`src/rtl/adaboost_seq_ctrl.sv`:
```
// adaboost_seq_ctrl: sequences the three-classifier AdaBoost bagging datapath
// through weight load, feature stream and result wait for one inference.
// Optional macro ADABOOST_SEQ_TIMEOUT_EN bounds the result wait and flags err.
module adaboost_seq_ctrl #(
  parameter int unsigned N_FEAT         = 30,
  parameter int unsigned WW             = 9,
  parameter int unsigned AW             = 5,
  parameter int unsigned TIMEOUT_CYCLES = 256
) (
  input  logic              clk,
  input  logic              rst,
  input  logic              start,
  input  logic              load_weights,
  input  logic [N_FEAT-1:0] feat_vec,
  output logic [1:0]        wmem_sel,
  output logic [AW-1:0]     wmem_addr,
  input  logic [WW-1:0]     wmem_rdata,
  output logic [2:0]        write,
  output logic [WW-1:0]     weight,
  output logic              read,
  output logic              en,
  output logic [AW-1:0]     address,
  output logic [1:0]        data,
  input  logic              total_ready,
  input  logic [1:0]        total_predict,
  output logic              busy,
  output logic              done,
  output logic [1:0]        result,
  output logic              err
);

  localparam int unsigned NB        = 3;
  localparam logic [1:0]  LAST_BANK = 2'(NB - 1);
  localparam logic [AW-1:0] LAST_IDX = AW'(N_FEAT - 1);

  typedef enum logic [2:0] {S_IDLE, S_LOAD, S_STREAM, S_WAIT, S_DONE} state_t;

  state_t              state, state_n;
  logic [N_FEAT-1:0]   feat, feat_n;
  logic                weights_valid, weights_valid_n;
  logic                rd_act, rd_act_n;
  logic [1:0]          wmem_sel_n;
  logic [AW-1:0]       wmem_addr_n;
  logic [2:0]          write_n;
  logic [AW-1:0]       address_n;
  logic [AW-1:0]       nxt_idx;
  logic                read_n, en_n, busy_n, done_n, err_n;
  logic [1:0]          data_n, result_n;
`ifdef ADABOOST_SEQ_TIMEOUT_EN
  localparam int unsigned TW = $clog2(TIMEOUT_CYCLES + 1);
  logic [TW-1:0]       wait_cnt, wait_cnt_n;
`endif

  // ROM data arrives one cycle after its address, aligned with the write strobe
  assign weight = (write != 3'b000) ? wmem_rdata : '0;

  // Next-state and next-output decode
  always_comb begin
    state_n         = state;
    feat_n          = feat;
    weights_valid_n = weights_valid;
    rd_act_n        = 1'b0;
    wmem_sel_n      = 2'b00;
    wmem_addr_n     = '0;
    write_n         = 3'b000;
    address_n       = '0;
    nxt_idx         = '0;
    read_n          = 1'b0;
    en_n            = 1'b0;
    data_n          = 2'b00;
    busy_n          = busy;
    done_n          = 1'b0;
    result_n        = result;
    err_n           = err;
`ifdef ADABOOST_SEQ_TIMEOUT_EN
    wait_cnt_n      = '0;
`endif
    // A read issued this cycle becomes a write to the same bank/address next cycle
    if (rd_act) begin
      write_n   = 3'(1) << wmem_sel;
      address_n = wmem_addr;
    end
    case (state)
      S_IDLE: begin
        if (start) begin
          feat_n   = feat_vec;
          err_n    = 1'b0;
          result_n = 2'b00;
          busy_n   = 1'b1;
          if (load_weights || !weights_valid) begin
            state_n  = S_LOAD;
            rd_act_n = 1'b1;
          end else begin
            state_n = S_STREAM;
            en_n    = 1'b1;
            read_n  = 1'b1;
            data_n  = {1'b0, feat_vec[0]};
          end
        end
      end
      S_LOAD: begin
        if (rd_act) begin
          if (!(wmem_sel == LAST_BANK && wmem_addr == LAST_IDX)) begin
            rd_act_n = 1'b1;
            if (wmem_addr == LAST_IDX) begin
              wmem_sel_n  = wmem_sel + 2'd1;
              wmem_addr_n = '0;
            end else begin
              wmem_sel_n  = wmem_sel;
              wmem_addr_n = wmem_addr + AW'(1);
            end
          end
        end else begin
          // Last write is on the bus this cycle; stream starts next
          weights_valid_n = 1'b1;
          state_n         = S_STREAM;
          en_n            = 1'b1;
          read_n          = 1'b1;
          data_n          = {1'b0, feat[0]};
        end
      end
      S_STREAM: begin
        if (address == LAST_IDX) begin
          state_n = S_WAIT;
        end else begin
          nxt_idx   = address + AW'(1);
          en_n      = 1'b1;
          read_n    = 1'b1;
          address_n = nxt_idx;
          data_n    = {1'b0, feat[nxt_idx]};
        end
      end
      S_WAIT: begin
`ifdef ADABOOST_SEQ_TIMEOUT_EN
        wait_cnt_n = wait_cnt + TW'(1);
`endif
        if (total_ready) begin
          result_n = total_predict;
          done_n   = 1'b1;
          busy_n   = 1'b0;
          state_n  = S_DONE;
        end
`ifdef ADABOOST_SEQ_TIMEOUT_EN
        else if (wait_cnt == TW'(TIMEOUT_CYCLES - 1)) begin
          err_n    = 1'b1;
          result_n = 2'b00;
          done_n   = 1'b1;
          busy_n   = 1'b0;
          state_n  = S_DONE;
        end
`endif
      end
      S_DONE: begin
        busy_n  = 1'b0;
        state_n = S_IDLE;
      end
      default: state_n = S_IDLE;
    endcase
  end

  // State and registered outputs
  always_ff @(posedge clk) begin
    if (rst) begin
      state         <= S_IDLE;
      feat          <= '0;
      weights_valid <= 1'b0;
      rd_act        <= 1'b0;
      wmem_sel      <= 2'b00;
      wmem_addr     <= '0;
      write         <= 3'b000;
      address       <= '0;
      read          <= 1'b0;
      en            <= 1'b0;
      data          <= 2'b00;
      busy          <= 1'b0;
      done          <= 1'b0;
      result        <= 2'b00;
      err           <= 1'b0;
`ifdef ADABOOST_SEQ_TIMEOUT_EN
      wait_cnt      <= '0;
`endif
    end else begin
      state         <= state_n;
      feat          <= feat_n;
      weights_valid <= weights_valid_n;
      rd_act        <= rd_act_n;
      wmem_sel      <= wmem_sel_n;
      wmem_addr     <= wmem_addr_n;
      write         <= write_n;
      address       <= address_n;
      read          <= read_n;
      en            <= en_n;
      data          <= data_n;
      busy          <= busy_n;
      done          <= done_n;
      result        <= result_n;
      err           <= err_n;
`ifdef ADABOOST_SEQ_TIMEOUT_EN
      wait_cnt      <= wait_cnt_n;
`endif
    end
  end

endmodule

```
`config.mk`:
```
export PLATFORM = sky130hd
export DESIGN_NAME = adaboost_seq_ctrl
export DESIGN_NICKNAME = d
export VERILOG_FILES = /design/src/rtl/adaboost_seq_ctrl.sv
export SDC_FILE = /design/constraint.sdc
export NUM_CORES = 1
export LEC_CHECK = 0
export ABC_AREA = 1
export ABC_CLOCK_PERIOD_IN_PS = 1600
export CAP_MARGIN = 15
export CORE_UTILIZATION = 42
export CTS_CLUSTER_DIAMETER = 120
export CTS_CLUSTER_SIZE = 10
export DETAILED_ROUTE_END_ITERATION = 7
export GPL_TIMING_DRIVEN = 0
export HOLD_SLACK_MARGIN = 0.06
export PLACE_DENSITY = 0.73
export SLEW_MARGIN = 20
export SYNTH_ARGS = -nofsm -noshare
export SYNTH_HDL_FRONTEND = slang
export SYNTH_SLANG_ARGS = --single-unit
```
`constraint.sdc`:
```
create_clock -name clk -period 1.6 [get_ports clk]
set_input_delay 0.24 -clock clk [delete_from_list [all_inputs] [get_ports clk]]
set_output_delay 0.24 -clock clk [all_outputs]
set_load 0.005 [all_outputs]
```
* Yosys cells after proc, flatten, opt, wreduce, memory -nomap -nowiden *
Index checks and enable logic that the tools add are counted.

storage, ports and cells
  input bits = 46
  bits in registers = 57
  logic and storage cells = 82
  output and inout port bits = 33

cells by class
  multiplexer cells = 34
  $lt $le $gt $ge = 1
  equal/unequal tests = 11
  $add $sub $neg = 3
  bitwise logic cells = 3
  shifts and indexed selects = 1
  reduce and logical (&&, ||, !) cells = 16

operators by type and width
  operator             number
  $mux 1               16
  $mux 5               3
  $mux 3               4
  $pmux 3 s4           1
  $add 5x1->5 const B  2
  $eq 5x5->1 const B   2
  $mux 9               1
  $pmux 1 s3           3
  $ne 2x2->1 const B   4
  $eq 3x2->1 const B   2
  $lt 5x6->1 const B   1
  $mux 2               3
  $reduce_and 3->1     2
  $reduce_bool 3->1    2
  $bmux 1 s5           1
  $reduce_or 5->1      1
  $pmux 2 s2           1
  $reduce_and 2->1     2
  $reduce_and 4->1     1
  $reduce_or 2->1      2
  $reduce_or 4->1      1
  $eq 3x1->1 const B   1
  $eq 3x3->1 const B   1
  $logic_not 3->1      1
  other kinds (9)      11

* Depth between registers and ports, before layout *
Gate-level depths: netlist of run 1.

  depth after elaboration = 5
  depth in mapped cells = 12
  depth with buffers taken out = 11

* Least setup slack after synthesis of run 1 *
No wires, ideal clock.

  path type = register -> register
  start point = register address[1]
  end point = register data[0]
  path buffers = 1
  library setup time = 0.109 ns
  data required time = 1.491 ns
  data arrival time = 1.410 ns
  slack = 0.082 ns
  clock period less this slack = 1.518 ns
  cell stages (with the launch flop) = 13
  cell sequence = dfxtp_1 > inv_1 > ha_1 > buf_2 > inv_1 > nand3_1 > nand3_1 > nand3_1 > nand2_1 > nand2_1 > nand3_1 > nand2_1 > inv_1

between the ends
  longest elaborated chain between the ends = 5
  elaborated cells on any way between the ends = 6
  classes of those cells = 1 x add/sub; 1 x eq/ne; 4 x mux

RTL lines
  item                          RTL line  source
  start, declared               22        output logic [AW-1:0] address,
  start signal, assigned        190       address <= address_n;
  $add 5x1->5                   126       nxt_idx = address + AW'(1);
  $bmux 1 s5                    130       data_n = {1'b0, feat[nxt_idx]};
  $mux 1 (not written as such)  130
  $mux 1 (*)                    123       if (address == LAST_IDX) begin
  $pmux 1 s3 (*)                83        case (state)
  end signal, assigned          193       data <= data_n;
  end, declared                 23        output logic [1:0] data,

Every way passes the cells marked *; elsewhere a longest branch is shown, timed or not. The select of a mux whose other input is x is not followed.
A chain may end at the register's enable or synchronous reset.

* Worst setup path in the final report of run 1 *
Same ends and word-level chain as after synthesis.

==> flow_summary.json, run 1 <==
{
  "ys_dominant_reg_cell": "dfxtp_1",
  "finalPower_w": 0.004716,
  "p_per_area_nw_per_um2": 1236,
  "cts_inserted_buffers": 5,
  "r2r_cells": 11,
  "synth-seq-area-share_pct": 42.16,
  "yosys.area_share.simple_pct": 24.00,
  "ir_drop_mv": 0.5901,
  "overflow": 0,
  "finalMaxSlewViolations": 0,
  "worst_path_largest_cell_delay_ns": 0.37,
  "critical_path.top_delay_family": "simple AND/OR/NAND/NOR gates",
  "hold_path.class": "reg -> reg",
  "synth_top_family_by_area": "simple AND/OR/NAND/NOR gates",
  "h-tree-depth": 2,
  "fin_nets": 504,
  "ys_warn_count": 0,
  "r2r_setup_slack_ns": 0.00003,
  "cap_viol_max_count": 0,
  "rows": 28,
  "first_iter_violations": 112,
  "path_buf_inv": 3,
  "track_usage_pct": 21.12,
  "holdPathEnd": "feat[2]",
  "muxShareOfSynthArea_pct": 0,
  "crit_required_ns": 1.81,
  "min_period_ns": 1.600,
  "ant_nets": 0,
  "grt_start_max_net_pins": 17,
  "postLayoutCoreUtil_pct": 63.33,
  "setup.worst_path.end_class": "flop",
  "fmax_mhz": 625.0,
  "yosys_register_bits": 56,
  "reg2reg_to": "data[0]",
  "seq_area_um2": 1136,
  "dr_total_vias": 2612,
  "synth.top_cell.area_share_pct": 42.16,
  "synth-edff-count": 0,
  "synth_most_common_cell": "nand2_1",
  "num-fill-cells": 550,
  "cts_hold_buf": 0,
  "min_path_cells": 2,
  "layout-drive-gt1-share_pct": 17.84,
  "design_area_um2": 3816,
  "async_flop_share_pct": 0,
  "synthTopCellsByArea": "dfxtp_1, nand2_1, inv_1",
  "critPathKind": "reg -> reg",
  "dieArea_um2": 6653,
  "place.gp.congestion": 0.9015,
  "cts.clk_slew.worst_paths_ns": 0.09,
  "wl_per_cell_um": 12.42,
  "setup_viol": 0,
  "leakage_nw": 1.634,
  "synthesis.instances": 361,
  "finalHoldViolCount": 0,
  "rsz0062_at_grt": "yes",
  "fin_tns_setup_ns": 0,
  "clk_path_buf_depth": 2,
  "fin_crit_sh_pct": 100.0,
  "netlist.top_cell.by_area": "dfxtp_1",
  "timing.slew.headroom_pct": 64.11,
  "grt_pass1_vias": 2480,
  "tritoncts": "built",
  "placed_cell_area_um2": 3517,
  "worstHoldStart": "feat[2]",
  "grt_pass1_wl_um": 10930,
  "die_y_um": 81.57,
  "postSynthAreaPerCell_um2": 7.365,
  "syn2layout_area_growth_pct": 43.53,
  "synth_cell_types": 36,
  "via_per_inst": 4.938,
  "multi_input_area_um2": 1335,
  "clock_sinks": 56,
  "cp.arrival_ns": 1.81,
  "clock_latency_ns": 0.31,
  "pin_count": 79,
  "wl_um": 6572,
  "critPathLaunchType": "flop",
  "drc": 0,
  "die_w_um": 81.57,
  "crit_slowest_cell": "dfxtp_4",
  "syn_area_um2": 2659,
  "diodes": 0,
  "io_buffer_count": 76,
  "outcome": "finished clean",
  "fin_worst_skew_ns": 0.006887,
  "core_area_um2": 6026,
  "worstMarginPinSlew_ns": 0.5334,
  "synthAdderAreaFrac_pct": 2.353,
  "synth_compound_area_share_pct": 16.24,
  "antenna_found_initial": 0,
  "cp_max_fo": 7,
  "drt-pass1-iter-count": 4,
  "synthXorXnorAreaFrac_pct": 3.200,
  "crit_chain": "inv_2 > ha_4 > clkinvlp_4 > nand3_1 > nand3_1 > nand3_2 > nand2_1 > nand2_1 > nand3_1 > nand2_1 > inv_1",
  "synth_common_cells": "nand2_1, dfxtp_1, inv_1",
  "start_util_pct": 44.12,
  "cts_root_buf": "clkbuf_8",
  "dpl.hpwl_um": 4750,
  "r2r-start": "address[1]"
}
[cell type report]
cell class                 count  area share, %
multi-input combinational    231          34.98
sequential                    56          29.77
timing repair buffer          85          21.57
inverter                      59          5.967
tap                           75          2.459
buffer                        15          2.426
clock buffer                   6          1.902
clock inverter                 2         0.9180
[metal layers]
metal  wire length, um  GRT usage (%)  part of all wire, %  up-vias
li1                  -              -                    -     1349
met1              2931          26.68                   45     1176
met2              3177          35.67                   48       75
met3               339          3.778                  5.2       12
met4               123          7.857                  1.9        0
met5                 0              0                    0        -
[state kept, by name, summed over array words and instances (netlist names)]
| signal | cells |
|---|---|
| data | 1 |
| busy | 1 |
| rd_act | 1 |
| en | 1 |
| write | 3 |
| state | 3 |
| address | 5 |
| wmem_addr | 5 |
| result | 2 |
| done | 1 |
| feat | 30 |
| weights_valid | 1 |
| wmem_sel | 2 |
[worst max-delay path by stage]
stage,start,cells past startpoint,to
5_1_grt,address[1],11,data[0]
3_5_place_dp,rst,5,feat[1]
2_1_floorplan,address[1],12,data[0]
6_report,address[1],11,data[0]
3_3_place_gp,address[1],12,data[0]
4_1_cts,address[0],9,data[0]
[kinds of logic (layout without fill, tap and decap cells)]
logic type,after synthesis,after routing
and+or+nand+nor,134,134
AOI/OAI and AO/OA,82,82
buffers and inverters,75,167
DFF,56,56
xor gates and xnor gates,8,8
adders and majority gates,5,5
other,1,2
[where the power goes]
group | internal, W | total, W | switching (W)
registers | 0.00170 | 0.00186 | 0.000156
logic | 0.000837 | 0.00196 | 0.00112
clock network | 0.000465 | 0.000899 | 0.000434
[timing repair]
action,in CTS,in global routing
gates cloned,0,0
endpoints found under the setup margin,12,17
pin swaps,11,11
buffers inserted,8,1
gates resized for setup,36,25
[placed cells by master, fill, tap and decap left out, types with 3 or more instances in the layout]
cell type,instances
a21oi_1,37
buf_2,6
buf_4,10
buf_6,4
clkbuf_2,5
clkbuf_8,5
clkdlybuf4s15_1,5
clkdlybuf4s50_1,67
dfxtp_1,48
dfxtp_2,6
ha_1,3
inv_1,51
inv_2,6
nand2_1,57
nand2_2,3
nand2_4,3
nand3_1,22
nand3_2,15
nor2_1,23
nor3_1,3
o21ai_0,32
o21ai_1,6
xor2_1,4
[stage by stage]
step           hold slack (ns)  setup WS (ns)  std cells
5_1_grt                 0.4787        -0.1350        529
3_5_place_dp            0.4458        -0.2723        513
4_1_cts                 0.4606      -0.008924        529
2_1_floorplan           0.3091        0.08154        362
6_report                0.4587     0.00002565        529
3_3_place_gp            0.4404        -0.2110        513
[worst reg2reg max path: cells and delay by family, from the launching register on]
family / cells / cell delay, ns
fa+ha+maj: 1 / 0.29
buf+inv: 3 / 0.29
flops: 1 / 0.37
simple gates: 7 / 0.57
No activity file was read; power rests on OpenSTA's default activity.
==> inputs of run 2 (changes only) <==
Settings changed: GPL_TIMING_DRIVEN 0 to 1, PLACE_DENSITY 0.73 to 0.76, SETUP_SLACK_MARGIN set to 0.3.
==> flow_summary.json, run 2 (synthesis gave the netlist of run 1 again) <==
{
  "outcome": "finished clean",
  "cp_max_fo": 5,
  "fmax_mhz": 649.5,
  "min_period_ns": 1.540,
  "wl_per_cell_um": 14.98,
  "fin_worst_skew_ns": 0.009887,
  "cts.clk_slew.worst_paths_ns": 0.10,
  "layout-drive-gt1-share_pct": 33.83,
  "rows": 28,
  "start_util_pct": 44.12,
  "rsz0062_at_grt": "yes",
  "final_common_cell": "inv_1",
  "reg.largest.list": "feat (30), address (5), wmem_addr (5)",
  "num-fill-cells": 477,
  "drt-pass1-iter-count": 5,
  "dr_total_vias": 2834,
  "clock_sinks": 56,
  "first_iter_violations": 234,
  "critical_path.top_delay_family": "simple AND/OR/NAND/NOR gates",
  "crit_slowest_cell": "dfxtp_4",
  "crit_chain": "ha_4 > xor2_4 > nand3_1 > nand3_2 > nand2_2 > nand2_2 > nand3_2 > nand2_1 > inv_1",
  "grt_start_max_net_pins": 31,
  "via_per_inst": 5.200,
  "crit_required_ns": 1.82,
  "top_register": "feat",
  "worstMarginPinSlew_ns": 0.5228,
  "io_buffer_count": 76,
  "track_usage_pct": 21.86,
  "timing.slew.headroom_pct": 64.85,
  "preCtsSetupSlack_ns": -0.08006,
  "design_area_um2": 4204,
  "core_area_um2": 6026,
  "pin_count": 79,
  "cts_root_buf": "clkbuf_8",
  "path_buf_inv": 1,
  "die_y_um": 81.57,
  "hold_slack_ns": 0.4574,
  "fin_nets": 520,
  "grt_pass1_vias": 2552,
  "dpl.hpwl_um": 4687,
  "ant_nets": 0,
  "largest_reg_flops": 30,
  "drc": 0,
  "h-tree-depth": 2,
  "grt_pass1_wl_um": 11220,
  "diodes": 0,
  "cap_viol_max_count": 0,
  "die_w_um": 81.57,
  "setup.worst_path.end_class": "flop",
  "cp.arrival_ns": 1.76,
  "finalHoldViolCount": 0,
  "antenna_found_initial": 0,
  "finalMaxSlewViolations": 0,
  "finalPower_w": 0.005254,
  "place.gp.congestion": 0.8710,
  "critPathKind": "reg -> reg",
  "overflow": 0,
  "cts_inserted_buffers": 5,
  "worst_path_largest_cell_delay_ns": 0.42,
  "critPathLaunchType": "flop",
  "tritoncts": "built",
  "setup_viol": 0,
  "fin_crit_sh_pct": 96.22,
  "fin_ws_ns": 0.06040,
  "syn2layout_area_growth_pct": 58.12,
  "leakage_nw": 1.909,
  "final_cell_mix": "inv_1, nand2_1, clkdlybuf4s50_1, dfxtp_1, buf_4",
  "clock_latency_ns": 0.31,
  "wl_um": 8165,
  "hold_path.class": "reg -> reg",
  "placed_cell_area_um2": 3521,
  "ir_drop_mv": 0.8226,
  "p_per_area_nw_per_um2": 1250,
  "dieArea_um2": 6653,
  "clk_path_buf_depth": 2
}
run 2: path summary, 6_finish.rpt:
kind,from,end,slack [ns],depth (start not counted)
setup / recovery,address[0],data[0],0.06,9
hold / removal,feat[19],feat[19],0.46,2
setup reg to reg,address[0],data[0],0.06,9
hold reg to reg,feat[19],feat[19],0.46,2
run 2: routing by layer:
layer / vias up / global-route usage [%] / wire length (um)
met5: - / 0 / 0
met4: 0 / 7.500 / 97
met3: 9 / 3.778 / 503
met2: 117 / 38.08 / 4190
met1: 1332 / 26.97 / 3373
li1: 1376 / - / -
run 2: what timing repair did:
| item | 4_1_cts | 5_1_grt |
|---|---|---|
| setup endpoints to repair | 71 | 56 |
| pin swaps | 14 | 22 |
| gates cloned | 1 | 2 |
| resized for setup | 125 | 64 |
| hold buffers | 0 | 0 |
| buffers inserted | 21 | 7 |
run 2: layout make-up:
| cell class | count | area (um2) | area share, % |
|---|---|---|---|
| clock inverter | 1 | 7.507 | 0.1786 |
| timing repair buffer | 116 | 1082 | 25.74 |
| sequential | 56 | 1170 | 27.83 |
| tap | 75 | 93.84 | 2.232 |
| inverter | 59 | 241.5 | 5.744 |
| clock buffer | 7 | 86.33 | 2.054 |
| multi-input combinational | 231 | 1523 | 36.22 |
run 2: through the flow:
stage	std cells	TNS [ns]	util, %
after global routing	545	-0.02201	69.77
after CTS	536	0	64.66
after global placement	506	-0.07942	58.43
after detailed placement	506	-0.08006	58.43
after floorplan	362	0	-
final	545	0	69.77
run 2: report_power, final:
part | leakage, nW | internal (W) | total, W | switching (W)
Combinational | 1.39 | 0.00114 | 0.00256 | 0.00142
Sequential | 0.472 | 0.00172 | 0.00189 | 0.000167
Clock | 0.0445 | 0.000353 | 0.000809 | 0.000456
run 2: tightest hold or removal path, cell delays in order, from the launching register on:
cell     delay (ns)
dfxtp_1        0.31
inv_1          0.06
a21oi_1        0.05
